File: config.mk
export PLATFORM = sky130hd
export DESIGN_NAME = hazard_fwd_unit
export DESIGN_NICKNAME = d
export VERILOG_FILES = /design/src/rtl/hazard_fwd_unit_pkg.sv /design/src/rtl/hazard_shadow_slot.sv /design/src/rtl/hazard_fwd_unit.sv
export SDC_FILE = /design/constraint.sdc
export NUM_CORES = 1
export LEC_CHECK = 0
export BUFFER_PORTS_ARGS = -buffer_cell sky130_fd_sc_hd__buf_2
export CORE_UTILIZATION = 55
export CTS_CLUSTER_SIZE = 12
export DETAILED_ROUTE_END_ITERATION = 12
export GPL_ROUTABILITY_DRIVEN = 0
export GPL_TIMING_DRIVEN = 1
export MAX_ROUTING_LAYER = met4
export PLACE_DENSITY = 0.8
export RECOVER_POWER = 25
export SYNTH_ARGS = -nofsm -noshare
export SYNTH_HDL_FRONTEND = slang
export SYNTH_SLANG_ARGS = --single-unit
File: constraint.sdc
create_clock -name clk -period 2.49 [get_ports clk]
set_clock_uncertainty 0.05 [all_clocks]
set_input_delay 0.1245 -clock clk [delete_from_list [all_inputs] [get_ports clk]]
set_output_delay 0.1245 -clock clk [all_outputs]
set_load 0.005 [all_outputs]
File: src/rtl/hazard_fwd_unit_pkg.sv
// Forwarding-mux select codes shared by hazard_fwd_unit and the datapath muxes.
package hazard_fwd_unit_pkg;

  // EX-stage operand mux (A, B, store data C) and MEM-stage store-data mux
  localparam logic [2:0] FORWARD_IDEX  = 3'd0;
  localparam logic [2:0] FORWARD_EXMEM = 3'd1;
  localparam logic [2:0] FORWARD_MEMWB = 3'd2;

  // ID-stage branch / jr operand mux
  localparam logic [2:0] FORWARD_RF              = 3'd0;
  localparam logic [2:0] FORWARD_EXMEM_ALURESULT = 3'd1;
  localparam logic [2:0] FORWARD_EXMEM_PCPLUS4   = 3'd2;

  localparam int SLOT_FIXED_BITS = 7;

endpackage

File: src/rtl/hazard_shadow_slot.sv
// One shadow pipeline slot: captures the incoming instruction tags on load_i,
// otherwise becomes a fully cleared bubble.
module hazard_shadow_slot
  import hazard_fwd_unit_pkg::*;
#(
  parameter int AW = 5
) (
  input  logic          clk,
  input  logic          rstn,
  input  logic          load_i,
  input  logic          valid_i,
  input  logic [AW-1:0] dst_i,
  input  logic          reg_write_i,
  input  logic          mem_read_i,
  input  logic          link_i,
  input  logic [AW-1:0] srca_i,
  input  logic          srca_used_i,
  input  logic [AW-1:0] srcb_i,
  input  logic          srcb_used_i,
  input  logic [AW-1:0] st_rt_i,
  input  logic          mem_write_i,
  output logic          valid_o,
  output logic [AW-1:0] dst_o,
  output logic          reg_write_o,
  output logic          mem_read_o,
  output logic          link_o,
  output logic [AW-1:0] srca_o,
  output logic          srca_used_o,
  output logic [AW-1:0] srcb_o,
  output logic          srcb_used_o,
  output logic [AW-1:0] st_rt_o,
  output logic          mem_write_o
);

  localparam int W = 4 * AW + SLOT_FIXED_BITS;

  logic [W-1:0] slot_d;
  logic [W-1:0] slot_q;

  // Next slot contents: captured instruction or an all-zero bubble
  always_comb begin
    slot_d = {W{1'b0}};
    if (load_i) begin
      slot_d = {valid_i, dst_i, reg_write_i, mem_read_i, link_i,
                srca_i, srca_used_i, srcb_i, srcb_used_i, st_rt_i, mem_write_i};
    end else begin
      slot_d = {W{1'b0}};
    end
  end

  // Slot register
  always_ff @(posedge clk or negedge rstn) begin
    if (!rstn) begin
      slot_q <= {W{1'b0}};
    end else begin
      slot_q <= slot_d;
    end
  end

  assign {valid_o, dst_o, reg_write_o, mem_read_o, link_o,
          srca_o, srca_used_o, srcb_o, srcb_used_o, st_rt_o, mem_write_o} = slot_q;

endmodule

File: src/rtl/hazard_fwd_unit.sv
// Forwarding-select and stall generator for the 5-stage MIPS core.
// Define HAZARD_STATS_EN to add the stall/load-use/branch-stall cycle counters.
module hazard_fwd_unit
  import hazard_fwd_unit_pkg::*;
#(
  parameter int REG_AW = 5
) (
  input  logic              clk,
  input  logic              rstn,
  input  logic              id_valid,
  input  logic [REG_AW-1:0] id_rs,
  input  logic [REG_AW-1:0] id_rt,
  input  logic              id_use_rs,
  input  logic              id_use_rt,
  input  logic              id_srca_rt,
  input  logic              id_srcb_reg,
  input  logic              id_mem_write,
  input  logic              id_is_branch,
  input  logic              id_is_jr,
  input  logic [REG_AW-1:0] id_dst,
  input  logic              id_reg_write,
  input  logic              id_mem_read,
  input  logic              id_link,
  output logic [2:0]        ex_fwd_a,
  output logic [2:0]        ex_fwd_b,
  output logic [2:0]        ex_fwd_c,
  output logic [2:0]        mem_fwd,
  output logic [2:0]        id_fwd_jr,
  output logic [2:0]        id_fwd_br_a,
  output logic [2:0]        id_fwd_br_b,
  output logic              stall
`ifdef HAZARD_STATS_EN
  ,
  output logic [31:0]       stat_stall_cycles,
  output logic [31:0]       stat_load_use,
  output logic [31:0]       stat_branch_stall
`endif
);

  function automatic logic writes_reg(input logic v, input logic rw,
                                      input logic [REG_AW-1:0] dst,
                                      input logic [REG_AW-1:0] r);
    return v & rw & (dst == r) & (r != {REG_AW{1'b0}});
  endfunction

  function automatic logic [2:0] ex_select(input logic used, input logic hit_mem,
                                           input logic hit_wb);
    logic [2:0] code;
    if (used && hit_mem) begin
      code = FORWARD_EXMEM;
    end else if (used && hit_wb) begin
      code = FORWARD_MEMWB;
    end else begin
      code = FORWARD_IDEX;
    end
    return code;
  endfunction

  logic              ex_valid_s, ex_rw_s, ex_mr_s, ex_link_s, ex_srca_used_s, ex_srcb_used_s, ex_mw_s;
  logic [REG_AW-1:0] ex_dst_s, ex_srca_s, ex_srcb_s, ex_st_rt_s;
  logic              mem_valid_s, mem_rw_s, mem_mr_s, mem_link_s, mem_srca_used_s, mem_srcb_used_s, mem_mw_s;
  logic [REG_AW-1:0] mem_dst_s, mem_srca_s, mem_srcb_s, mem_st_rt_s;
  logic              wb_valid_s, wb_rw_s, wb_mr_s, wb_link_s, wb_srca_used_s, wb_srcb_used_s, wb_mw_s;
  logic [REG_AW-1:0] wb_dst_s, wb_srca_s, wb_srcb_s, wb_st_rt_s;

  logic              ex_load_s;
  logic [REG_AW-1:0] id_srca_s;
  logic              id_srca_used_s;

  // Operand A reads rt for shift-style instructions, rs otherwise
  assign id_srca_s      = id_srca_rt ? id_rt : id_rs;
  assign id_srca_used_s = id_srca_rt ? 1'b1  : id_use_rs;
  assign ex_load_s      = id_valid & ~stall;

  hazard_shadow_slot #(.AW(REG_AW)) u_ex_slot (
    .clk(clk), .rstn(rstn), .load_i(ex_load_s), .valid_i(1'b1),
    .dst_i(id_dst), .reg_write_i(id_reg_write), .mem_read_i(id_mem_read), .link_i(id_link),
    .srca_i(id_srca_s), .srca_used_i(id_srca_used_s), .srcb_i(id_rt), .srcb_used_i(id_srcb_reg),
    .st_rt_i(id_rt), .mem_write_i(id_mem_write),
    .valid_o(ex_valid_s), .dst_o(ex_dst_s), .reg_write_o(ex_rw_s), .mem_read_o(ex_mr_s),
    .link_o(ex_link_s), .srca_o(ex_srca_s), .srca_used_o(ex_srca_used_s), .srcb_o(ex_srcb_s),
    .srcb_used_o(ex_srcb_used_s), .st_rt_o(ex_st_rt_s), .mem_write_o(ex_mw_s)
  );

  hazard_shadow_slot #(.AW(REG_AW)) u_mem_slot (
    .clk(clk), .rstn(rstn), .load_i(ex_valid_s), .valid_i(1'b1),
    .dst_i(ex_dst_s), .reg_write_i(ex_rw_s), .mem_read_i(ex_mr_s), .link_i(ex_link_s),
    .srca_i(ex_srca_s), .srca_used_i(ex_srca_used_s), .srcb_i(ex_srcb_s), .srcb_used_i(ex_srcb_used_s),
    .st_rt_i(ex_st_rt_s), .mem_write_i(ex_mw_s),
    .valid_o(mem_valid_s), .dst_o(mem_dst_s), .reg_write_o(mem_rw_s), .mem_read_o(mem_mr_s),
    .link_o(mem_link_s), .srca_o(mem_srca_s), .srca_used_o(mem_srca_used_s), .srcb_o(mem_srcb_s),
    .srcb_used_o(mem_srcb_used_s), .st_rt_o(mem_st_rt_s), .mem_write_o(mem_mw_s)
  );

  hazard_shadow_slot #(.AW(REG_AW)) u_wb_slot (
    .clk(clk), .rstn(rstn), .load_i(mem_valid_s), .valid_i(1'b1),
    .dst_i(mem_dst_s), .reg_write_i(mem_rw_s), .mem_read_i(mem_mr_s), .link_i(mem_link_s),
    .srca_i(mem_srca_s), .srca_used_i(mem_srca_used_s), .srcb_i(mem_srcb_s), .srcb_used_i(mem_srcb_used_s),
    .st_rt_i(mem_st_rt_s), .mem_write_i(mem_mw_s),
    .valid_o(wb_valid_s), .dst_o(wb_dst_s), .reg_write_o(wb_rw_s), .mem_read_o(wb_mr_s),
    .link_o(wb_link_s), .srca_o(wb_srca_s), .srca_used_o(wb_srca_used_s), .srcb_o(wb_srcb_s),
    .srcb_used_o(wb_srcb_used_s), .st_rt_o(wb_st_rt_s), .mem_write_o(wb_mw_s)
  );

  // The WB slot only acts as a producer; its source tags are carried but never consumed
  logic unused_wb_s;
  assign unused_wb_s = ^{wb_mr_s, wb_link_s, wb_srca_s, wb_srca_used_s, wb_srcb_s,
                         wb_srcb_used_s, wb_st_rt_s, wb_mw_s};

  // EX-stage operand and store-data selects; MEM producer beats WB
  always_comb begin
    ex_fwd_a = ex_select(ex_valid_s & ex_srca_used_s,
                         writes_reg(mem_valid_s, mem_rw_s, mem_dst_s, ex_srca_s),
                         writes_reg(wb_valid_s, wb_rw_s, wb_dst_s, ex_srca_s));
    ex_fwd_b = ex_select(ex_valid_s & ex_srcb_used_s,
                         writes_reg(mem_valid_s, mem_rw_s, mem_dst_s, ex_srcb_s),
                         writes_reg(wb_valid_s, wb_rw_s, wb_dst_s, ex_srcb_s));
    ex_fwd_c = ex_select(ex_valid_s & ex_mw_s,
                         writes_reg(mem_valid_s, mem_rw_s, mem_dst_s, ex_st_rt_s),
                         writes_reg(wb_valid_s, wb_rw_s, wb_dst_s, ex_st_rt_s));
  end

  // Store in MEM picks up data from a load/ALU op that has just reached WB
  always_comb begin
    mem_fwd = FORWARD_EXMEM;
    if (mem_valid_s && mem_mw_s && writes_reg(wb_valid_s, wb_rw_s, wb_dst_s, mem_st_rt_s)) begin
      mem_fwd = FORWARD_MEMWB;
    end else begin
      mem_fwd = FORWARD_EXMEM;
    end
  end

  logic mem_hit_rs_s, mem_hit_rt_s, ex_hit_rs_s, ex_hit_rt_s;
  logic mem_alu_s, br_rs_used_s, br_rt_used_s, alu_rt_used_s;

  assign mem_hit_rs_s  = writes_reg(mem_valid_s, mem_rw_s, mem_dst_s, id_rs);
  assign mem_hit_rt_s  = writes_reg(mem_valid_s, mem_rw_s, mem_dst_s, id_rt);
  assign ex_hit_rs_s   = writes_reg(ex_valid_s, ex_rw_s, ex_dst_s, id_rs);
  assign ex_hit_rt_s   = writes_reg(ex_valid_s, ex_rw_s, ex_dst_s, id_rt);
  assign mem_alu_s     = ~mem_mr_s & ~mem_link_s;
  assign br_rs_used_s  = id_is_jr | (id_is_branch & id_use_rs);
  assign br_rt_used_s  = id_is_branch & id_use_rt;
  assign alu_rt_used_s = id_srcb_reg | id_srca_rt;

  // ID-stage branch and jr operand selects
  always_comb begin
    id_fwd_br_a = FORWARD_RF;
    id_fwd_br_b = FORWARD_RF;
    id_fwd_jr   = FORWARD_RF;
    if (id_valid && id_is_branch && id_use_rs && mem_hit_rs_s && mem_alu_s) begin
      id_fwd_br_a = FORWARD_EXMEM_ALURESULT;
    end else begin
      id_fwd_br_a = FORWARD_RF;
    end
    if (id_valid && id_is_branch && id_use_rt && mem_hit_rt_s && mem_alu_s) begin
      id_fwd_br_b = FORWARD_EXMEM_ALURESULT;
    end else begin
      id_fwd_br_b = FORWARD_RF;
    end
    if (id_valid && id_is_jr && mem_hit_rs_s && mem_link_s) begin
      id_fwd_jr = FORWARD_EXMEM_PCPLUS4;
    end else if (id_valid && id_is_jr && mem_hit_rs_s && mem_alu_s) begin
      id_fwd_jr = FORWARD_EXMEM_ALURESULT;
    end else begin
      id_fwd_jr = FORWARD_RF;
    end
  end

  logic ex_src_hit_s, load_use_s, link_use_s, br_ex_s, br_mem_s, br_stall_s;

  assign ex_src_hit_s = (ex_hit_rs_s & id_use_rs) | (ex_hit_rt_s & alu_rt_used_s);
  assign load_use_s   = id_valid & ex_mr_s & ex_src_hit_s;
  assign link_use_s   = id_valid & ex_link_s & ex_src_hit_s;
  assign br_ex_s      = id_valid & ((ex_hit_rs_s & br_rs_used_s) | (ex_hit_rt_s & br_rt_used_s));
  // A load in MEM is not yet resolvable in ID; a link in MEM is only forwardable to jr
  assign br_mem_s     = id_valid & (mem_mr_s | (mem_link_s & id_is_branch)) &
                        ((mem_hit_rs_s & br_rs_used_s) | (mem_hit_rt_s & br_rt_used_s));
  assign br_stall_s   = br_ex_s | br_mem_s;
  assign stall        = load_use_s | link_use_s | br_stall_s;

`ifdef HAZARD_STATS_EN
  logic [31:0] stall_cnt_q, stall_cnt_d;
  logic [31:0] lu_cnt_q, lu_cnt_d;
  logic [31:0] br_cnt_q, br_cnt_d;

  // Per-cycle hazard counters, wrapping naturally at 2^32
  always_comb begin
    stall_cnt_d = stall_cnt_q + {31'd0, stall};
    lu_cnt_d    = lu_cnt_q + {31'd0, load_use_s};
    br_cnt_d    = br_cnt_q + {31'd0, br_stall_s};
  end

  // Counter registers
  always_ff @(posedge clk or negedge rstn) begin
    if (!rstn) begin
      stall_cnt_q <= 32'd0;
      lu_cnt_q    <= 32'd0;
      br_cnt_q    <= 32'd0;
    end else begin
      stall_cnt_q <= stall_cnt_d;
      lu_cnt_q    <= lu_cnt_d;
      br_cnt_q    <= br_cnt_d;
    end
  end

  assign stat_stall_cycles = stall_cnt_q;
  assign stat_load_use     = lu_cnt_q;
  assign stat_branch_stall = br_cnt_q;
`endif

endmodule

==> flow_results.org <==
** Cells and area
- Final design area excluding fillers :: 2950 um2
- Count of inserted antenna diode cells :: 0
- Layout filler cell count :: between 300 and 400
- Fraction of final layout cells sized beyond drive strength 1 :: 27.9%
- Post-route non-filler standard cell count :: 349
- In the final layout, the multi-input gates occupy 1280 um2.
- Area growth from synthesis to layout :: 16.2%
- Seq. cell area :: around 1100 um2
- Net count reported at finish :: 324

** Setup path
- The worst setup path is captured at a primary output.
- For the worst flop-to-flop path, the logic depth is 6.
- Counting buffers and inverters, the worst setup path is 6 cells deep.
- Combined buffer and inverter count along the critical path :: 2
- Of all nets on the critical path, the largest fanout is 12.
- Crit path launch type :: flip-flop
- Data required, critical path :: 2.32 ns
- Crit path kind :: flip-flop to primary output
- Longest individual stage delay on the worst path :: roughly 0.40 ns
- Family with the most delay on the worst path :: compound AO/OA/AOI/OAI gates
- Data arrives at the worst endpoint at 2.20 ns.
- Walking the worst path, the cells encountered are clkbuf_1 -> xor2_1 -> nor4b_4 -> o211a_4 -> a211o_1 -> buf_2.
- Among all stages on the critical path, the largest delay is contributed by sky130_fd_sc_hd__dfrtp_1.

** Timing
- For this run, the top clock speed supported by timing is approximately 0.42 GHz.
- Measured against its own limit, the worst slew margin works out to 31.1%.
- TNS Setup :: 0 ns
- Setup repair after global routing left no endpoint under its margin.
- Final Cycle Share :: 95.2%
- Final worst path period need :: 2.37 ns
- At the pin with the least slew margin, the transition time is 1.03 ns.
- Final count of negative-setup-slack endpoints :: 0
- The final-report hold violation count came to 0.
- The total count of max-transition violations in the final report was 0.

** Synth
- Number of synthesis warnings :: 0
- Yosys reg bits :: 44
- Top cells by area, synth :: sky130_fd_sc_hd__dfrtp_1 (43%), sky130_fd_sc_hd__nor4_2 (9.4%), sky130_fd_sc_hd__xnor2_1 (9.0%), sky130_fd_sc_hd__xor2_1 (4.8%), sky130_fd_sc_hd__and2_1 (4.2%)
- Synthesis produced a netlist whose cell count is 245.
- The largest total area in the synthesized netlist belongs to sky130_fd_sc_hd__dfrtp_1.
- Top-count cell post-synth :: sky130_fd_sc_hd__dfrtp_1
- Commonest cells in the synthesized netlist :: sky130_fd_sc_hd__dfrtp_1 (44), sky130_fd_sc_hd__xnor2_1 (26), sky130_fd_sc_hd__inv_1 (23)
- Async SR Flop Fraction :: between 90% and 100%
- Count of cell types in the netlist :: 37
- EDFF count, synth :: 0
- Sequential cell area fraction in the yosys report :: 43.3%
- Most used flip-flop cell after synthesis :: sky130_fd_sc_hd__dfrtp_1
- Each instance of the synthesized netlist takes up on average 10.4 um2.
- Summing every instance area after synthesis gives 2540 um2.
- In this run the biggest area consumer among cell types represents 43.3% of the synthesized area.

** Global route
- Global-route usage over all layers :: 25.3%
- Summed over all layers, the global routing overflow is 0.
- The number of global-route vias before repair was 1927.
- The number of antenna violations at the first check in global routing came to 0.
- Maximum number of pins on one net before global-route repair :: 45
- First-pass GRT wire length :: 9260 um

** Place
- Buffers added on ports :: 40
- Summed over all nets, the half-perimeter wirelength after detailed placement is 4130 um.
- Including well taps, the total number of placed cells is 331.
- Post-place instance area :: between 2000 and 3000 um2

** Outcome
- The run finished with clean final reports.

** Detailed routing
- In this run the remaining antenna-violating nets after routing total 0.
- In the final routed layout, each cell accounts on average for 16.2 um.
- Drt total wl :: 5650 um
- Before antenna repair, the detailed router went through 4 iterations.
- Dividing the detail-routed via count by the number of cells gives 5.47.
- 1st-iter DRT viols :: 120
- In the routed design, unresolved DRC markers number 0.
- Summing over every cut layer, the via total after detailed routing is roughly 1.9k.

** Floorplan
- Die height :: between 60 and 70 um
- After floorplanning, the core was divided into 24 placement rows.
- Chip width :: about 70 um
- Num ports :: 50
- Once the floorplan was initialized, standard cells occupied slightly below 60% of the core.
- Die area :: 4900 um2
- The total area inside the core boundary comes to 4380 um2.

** Clock network
- Counting along the longest clock path gives a buffer depth of 2.
- Buffers inserted during clock tree synthesis total 5.
- Counting every sink on the clock net gives 44.
- The cell sitting at the root of the clock tree is a sky130_fd_sc_hd__clkbuf_8.
- After clock tree synthesis, the clock-pin slew on the worst setup and hold paths is ~0.080 ns.
- TritonCTS built the clock tree.
- Post-CTS timing repair inserted 0 buffers for setup.
- Clock latency on the worst-skew pair, taken at its later pin, is roughly 0.3 ns.
- The H-tree was split into 2 levels.

** Worst hold path
- The worst hold path was traced through 3 stages.
- Type of the most critical hold path :: primary input to flip-flop

** Run
- Max-cap violations in this run came to 0.

** Pwr
- For this design the static power due to leakage is 1.42 nW.
- Dividing total power by cell area gives a power density of 496 nW/um2.
- IR Drop Worst-Case VDD :: 0.000424 V
## worst register-to-register path: stages, from the launching register on
cell                      delay, ns
sky130_fd_sc_hd__dfrtp_1       0.43
sky130_fd_sc_hd__xor2_1        0.16
sky130_fd_sc_hd__nor4_1        0.44
sky130_fd_sc_hd__nand3_1       0.19
sky130_fd_sc_hd__o22ai_2       0.34
sky130_fd_sc_hd__buf_4         0.31
sky130_fd_sc_hd__nor4_1        0.11
## repair_timing
action / in CTS / in global routing
endpoints found under the setup margin: 0 / 1
hold buffers: 8 / 1
resized for setup: 0 / 1
hold endpoints to repair: 51 / 1
## layout make-up
class | count | area share (%)
clock inverter | 2 | 0.508
multi-input combinational | 167 | 43.3
sequential | 44 | 37.3
inverter | 23 | 2.92
timing repair buffer | 55 | 11.0
tap | 52 | 2.20
clock buffer | 6 | 2.80
## logic make-up (layout without fill, tap and decap cells)
group	count (synthesis)	count (layout)	synth area share, %
simple gates	96	96	27.1
flops	44	44	43.3
buf+inv	43	86	8.41
xor+xnor	40	40	13.8
compound gates	16	17	5.02
mux	5	5	2.21
other cells	1	9	0.147
## through the flow
stage               setup slack (ns)  utilization, %  hold WS, ns  power, W
floorplan                      0.608               -       -0.221  0.000930
detailed placement             0.387            63.0        0.267   0.00100
global placement               0.432            63.0        0.262  0.000998
CTS                           0.0402            67.0      0.00270   0.00148
finish                         0.119            67.4       0.0217   0.00147
global route                 0.00200            67.4       0.0272   0.00153
## sequential cells by signal, summed over array words and instances, names as in the netlist
signal,count
u_mem_slot.slot_q,15
u_ex_slot.slot_q,22
u_wb_slot.slot_q,7
## per-layer routing
layer,global-route usage (%),wire (um)
met1,32.0,2500
met2,41.0,2760
met3,4.62,293
met4,8.67,99
met5,-,0
## final timing paths
check / endpoint / slack (ns) / start
hold reg to reg: u_mem_slot.slot_q[19]$_DFF_PN0_ / 0.44 / u_ex_slot.slot_q[19]$_DFF_PN0_
setup / recovery: stall / 0.12 / u_mem_slot.slot_q[22]$_DFF_PN0_
hold / removal: u_ex_slot.slot_q[19]$_DFF_PN0_ / 0.02 / id_mem_read
setup reg to reg: u_ex_slot.slot_q[13]$_DFF_PN0_ / 0.34 / u_ex_slot.slot_q[24]$_DFF_PN0_
min in group asynchronous: u_ex_slot.slot_q[13]$_DFF_PN0_ / 0.49 / rstn
max in group asynchronous: u_mem_slot.slot_q[19]$_DFF_PN0_ / 1.26 / rstn
## layout by cell type (no fill, tap or decap), drive strengths merged, types with 3 or more instances in the layout
master,instances
dlygate4sd3,9
conb,9
nor2,11
xor2,14
or4,6
buf,42
nand4,9
nand3,4
mux2,5
xnor2,26
clkbuf,10
nor4,26
nor3,3
and2,17
inv,23
and3,3
dfrtp,44
nand2,13
## power breakdown
| part | switching [W] | total [W] | internal (W) |
|---|---|---|---|
| registers | 0.0000378 | 0.000785 | 0.000747 |
| logic | 0.000114 | 0.000217 | 0.000103 |
| clock network | 0.000239 | 0.000463 | 0.000224 |
Note: power is estimated with default switching activity, not from simulation.
